`src/rtl/regfile_pkg.sv`:
```
// Shared definitions for the integer register file.
// Holds default widths, the hardwired-zero register index and the register
// word type.
package regfile_pkg;

  localparam int DEF_DATA_WIDTH = 32;
  localparam int DEF_ADDR_WIDTH = 5;

  // x0 always reads zero and silently drops writes
  localparam int ZERO_REG = 0;

  typedef logic [DEF_DATA_WIDTH-1:0] word_t;

endpackage

```
`src/rtl/regfile_read_port.sv`:
```
// One asynchronous read port of the register file.
// Selects a register by address, forces x0 and reset to read zero, and, when
// REGFILE_BYPASS_EN is defined, forwards same-cycle write data on an address
// match.
// Ports:
//   reset      - active-high reset; forces data to zero while asserted
//   regs       - flattened register storage from the top
//   addr       - read address
//   reg_write  - write enable of the write port (bypass build only)
//   rd_addr    - write address (bypass build only)
//   write_data - write data (bypass build only)
//   data       - read data
module regfile_read_port
  import regfile_pkg::*;
#(
  parameter int DATA_WIDTH = DEF_DATA_WIDTH,
  parameter int ADDR_WIDTH = DEF_ADDR_WIDTH
) (
  input  logic                                    reset,
  input  logic [2**ADDR_WIDTH-1:0][DATA_WIDTH-1:0] regs,
  input  logic [ADDR_WIDTH-1:0]                   addr,
`ifdef REGFILE_BYPASS_EN
  input  logic                                    reg_write,
  input  logic [ADDR_WIDTH-1:0]                   rd_addr,
  input  logic [DATA_WIDTH-1:0]                   write_data,
`endif
  output logic [DATA_WIDTH-1:0]                   data
);

  always_comb begin
    data = regs[addr];
`ifdef REGFILE_BYPASS_EN
    // x0 is excluded here implicitly by the zero override below
    if (reg_write && (rd_addr == addr)) begin
      data = write_data;
    end
`endif
    if (reset || (addr == ADDR_WIDTH'(ZERO_REG))) begin
      data = '0;
    end
  end

endmodule

```
`src/rtl/register_file.sv`:
```
// General-purpose integer register file: two asynchronous read ports and one
// synchronous write port, x0 hardwired to zero.
// Optional feature: define REGFILE_BYPASS_EN for write-through forwarding
// of same-cycle write data to matching read ports.
// Ports:
//   clk        - system clock, writes on rising edge
//   reset      - asynchronous active-high reset, clears all registers
//   reg_write  - write enable
//   rs1_addr   - read port 1 address
//   rs2_addr   - read port 2 address
//   rd_addr    - write address
//   write_data - write data
//   rs1_data   - read port 1 data
//   rs2_data   - read port 2 data
module register_file
  import regfile_pkg::*;
#(
  parameter int DATA_WIDTH = DEF_DATA_WIDTH,
  parameter int ADDR_WIDTH = DEF_ADDR_WIDTH
) (
  input  logic                  clk,
  input  logic                  reset,
  input  logic                  reg_write,
  input  logic [ADDR_WIDTH-1:0] rs1_addr,
  input  logic [ADDR_WIDTH-1:0] rs2_addr,
  input  logic [ADDR_WIDTH-1:0] rd_addr,
  input  logic [DATA_WIDTH-1:0] write_data,
  output logic [DATA_WIDTH-1:0] rs1_data,
  output logic [DATA_WIDTH-1:0] rs2_data
);

  localparam int NUM_REGS = 2**ADDR_WIDTH;

  logic [NUM_REGS-1:0][DATA_WIDTH-1:0] regs;

  always_ff @(posedge clk or posedge reset) begin
    if (reset) begin
      regs <= '0;
    end else if (reg_write && (rd_addr != ADDR_WIDTH'(ZERO_REG))) begin
      regs[rd_addr] <= write_data;
    end
  end

  regfile_read_port #(
    .DATA_WIDTH (DATA_WIDTH),
    .ADDR_WIDTH (ADDR_WIDTH)
  ) u_rs1 (
    .reset      (reset),
    .regs       (regs),
    .addr       (rs1_addr),
`ifdef REGFILE_BYPASS_EN
    .reg_write  (reg_write),
    .rd_addr    (rd_addr),
    .write_data (write_data),
`endif
    .data       (rs1_data)
  );

  regfile_read_port #(
    .DATA_WIDTH (DATA_WIDTH),
    .ADDR_WIDTH (ADDR_WIDTH)
  ) u_rs2 (
    .reset      (reset),
    .regs       (regs),
    .addr       (rs2_addr),
`ifdef REGFILE_BYPASS_EN
    .reg_write  (reg_write),
    .rd_addr    (rd_addr),
    .write_data (write_data),
`endif
    .data       (rs2_data)
  );

endmodule

```
`config.mk`:
```
export PLATFORM = sky130hd
export DESIGN_NAME = register_file
export DESIGN_NICKNAME = d
export VERILOG_FILES = /design/src/rtl/regfile_pkg.sv /design/src/rtl/regfile_read_port.sv /design/src/rtl/register_file.sv
export SDC_FILE = /design/constraint.sdc
export NUM_CORES = 2
export LEC_CHECK = 0
export CAP_MARGIN = 20
export CORE_ASPECT_RATIO = 0.6
export CORE_MARGIN = 3
export CORE_UTILIZATION = 56
export CTS_CLUSTER_SIZE = 16
export DETAILED_ROUTE_END_ITERATION = 16
export PLACE_DENSITY = 0.73
export REMOVE_ABC_BUFFERS = 1
export SKIP_CTS_REPAIR_TIMING = 1
export SYNTH_ARGS = -nofsm -noshare
export SYNTH_HDL_FRONTEND = slang
export SYNTH_SLANG_ARGS = --single-unit
```
`constraint.sdc`:
```
create_clock -name clk -period 105.1 [get_ports clk]
set_input_delay 15.765 -clock clk [delete_from_list [all_inputs] [get_ports clk]]
set_output_delay 15.765 -clock clk [all_outputs]
set_load 0.03 [all_outputs]
```
==> impl_metrics.tcl <==
set metrics [dict create \
    cp_top_family "buffers and inverters" \
    synthSimpleGateAreaFrac_pct 3.31 \
    drc_errors 0 \
    critPathBufInv 5 \
    required_ps 89340 \
    path_cells "buf_8, buf_4, buf_4, buf_4, mux4_2, a22oi_1, nand4_1, clkdlybuf4s50_1" \
    drv_cap 0 \
    synth_compound_area_share_pct 5.41 \
    routabilityCongestion 0.853 \
    synth_cell_types 30 \
    whs_ps 389 \
    cp_slowest_stage_delay_ps 940 \
    top_register "regs" \
    cts_sinks 1024 \
    total_power_uw 1120 \
    grt_pass1_wl_um 258000 \
    fin_skew_ps 0 \
    synth_top_family_by_area "multiplexers" \
    p_leak_uw 0.0266 \
    finalCriticalPeriod_ps 36650 \
    vias 37500 \
    clk_pin_slew_worst_paths_ps 60 \
    fin_nets 3944 \
    final_cell_area_sq_mm 0.0596 \
    fin_crit_sh_pct 34.9 \
    synthMuxAreaShare_pct 40.3 \
    final_common_cell "dfrtp_1" \
    syn_area_sq_mm 0.0544 \
    synth_cells 4029 \
    arrival_ps 20880 \
    syn2layout_area_growth_pct 9.42 \
    ios 114 \
    grt_setup_unrepaired "no" \
    critical_path_class "input port to primary output" \
    drtPass1Iterations 6 \
    detailedPlace.worstSlack_ps 68550 \
    tightestPinTransition_ps 1210 \
    seq_power_share_pct 47.5 \
    place_hpwl_um 99100 \
    ys_seq_elements 1024 \
    clkPwrFrac_pct 33.1 \
    grt_usage_pct 34.5 \
    routed_wl_um 176000 \
    setup_viol 0 \
    core_sq_mm 0.0951 \
    status "completed" \
    synthTopCellsByArea "dfrtp_1 47%, mux2_2 20%, mux2i_1 11%" \
    h-tree-depth 3 \
    drv_slew 0 \
    setup_slack_ps 68450 \
    cp-end-kind "primary output" \
    cp-start-kind "input port" \
    final_antenna_net_count 0 \
    overflow 0 \
    reg_top3 "regs: 1024 flops" \
    cts_root_buf "clkbuf_16" \
    yosys_warnings 0 \
    placed_area_sq_mm 0.0561 \
    sw_frac_of_total_pct 28.3 \
    min_path_type "flip-flop to flip-flop" \
    fmax_mhz 27.3 \
    die_y_um 248 \
    io_buffers 113 \
    cts_tree "yes" \
    power_density_mw_per_mm2 18.8 \
    grt_max_degree 175 \
    irDropWorstVdd_uv 16.0 \
    cts_buffers 94 \
    clock_latency_ps 700 \
    cpMostUsedCell "buf_4" \
    rows 87 \
    p_int_uw 801 \
    slowest_stage "buf_4" \
    avgSynthCellArea_sq_um 13.5 \
    layout-drive-gt1-share_pct 37.8 \
    synth_top_area_cell "dfrtp_1" \
    synth_seq_area_share_pct 47.1 \
    finalHoldViolCount 0 \
    timing.setup.tns_ps 0 \
    p_sw_uw 317 \
    largest_reg_flops 1024 \
    path_max_fanout 61 \
    dieWidth_um 409 \
    synth_xor_area_share_pct 0 \
    slew_headroom_pct 19.2 \
    layout_common_cells "1024 x dfrtp_1, 974 x mux2_2, 599 x mux2i_1" \
    synth_fa_ha_area_share_pct 0 \
    start_util_pct 57.2 \
    synth_top_area_share_pct 47.1 \
    drtIter0Drc 5257 \
    combPwrFrac_pct 19.4 \
    die_area_sq_mm 0.101 \
    antenna_found_initial 4 \
    via_per_inst 7.13 \
    avgRoutedWirePerCell_um 33.5 \
    grt_pass1_vias 36700 \
    clockBufferDepth 3 \
]
[synthesized netlist by cell type (all sizes together)]
library cell     n
a22oi          332
nand3b           5
a21oi           52
a32oi           20
and3             2
nor2b            6
nor3b            7
nand2           73
nand4           66
and3b            1
mux2           992
dfrtp         1024
or2              1
mux2i          599
or3b             3
and2             7
clkbuf         209
o31a             1
nor2            28
nor3             3
buf            232
mux4           212
inv              3
nand3          150
o211a            1
[cell type report]
class | instances | area, sq um
tap | 1290 | 1610
timing repair buffer | 210 | 2070
inverter | 3 | 18.8
clock inverter | 29 | 429
fill | 7252 | 35600
antenna | 7 | 17.5
multi-input combinational | 2561 | 27000
sequential | 1024 | 25600
clock buffer | 141 | 2830
[path summary, 6_finish.rpt]
kind                            cells after the start        start      endpoint  slack (ps)
worst max-delay path                                8  rs2_addr[0]  rs2_data[12]       68450
worst min-delay path                                0     regs[29]      regs[29]         390
worst max register to register                      1    regs[275]     regs[275]      104270
worst min register to register                      0     regs[29]      regs[29]         390
max in group asynchronous                           5        reset     regs[838]       86140
min in group asynchronous                           2        reset     regs[763]       15860
[power by group through the flow]
stage / clock network [uW] / registers [uW] / logic, uW
global placement: 0 / 530 / 207
global route: 388 / 538 / 234
detailed placement: 0 / 533 / 214
CTS: 372 / 527 / 215
finish: 369 / 531 / 217
floorplan: 0 / 514 / 159
[layer usage]
| metal | up-vias | part of all wire, % | GRT usage, % |
|---|---|---|---|
| met3 | 454 | 12 | 9.68 |
| met1 | 19700 | 43 | 51.0 |
| li1 | 15000 | - | - |
| met2 | 2364 | 42 | 48.8 |
| met4 | 2 | 4.1 | 12.5 |
| met5 | - | 0.051 | 0.652 |
[kinds of logic (layout without fill, tap and decap cells)]
kind of cell,count (synthesis),after routing
simple gates,352,352
compound gates,406,406
other cells,0,7
buf+inv,444,383
mux,1803,1803
flops,1024,1024
[through the flow]
step	utilization [%]	instances
finish	62.6	5265
global route	62.6	5260
CTS	62.4	5249
detailed placement	58.9	5079
global placement	58.9	5077
floorplan	-	3588
No activity file was read; power rests on OpenSTA's default activity.
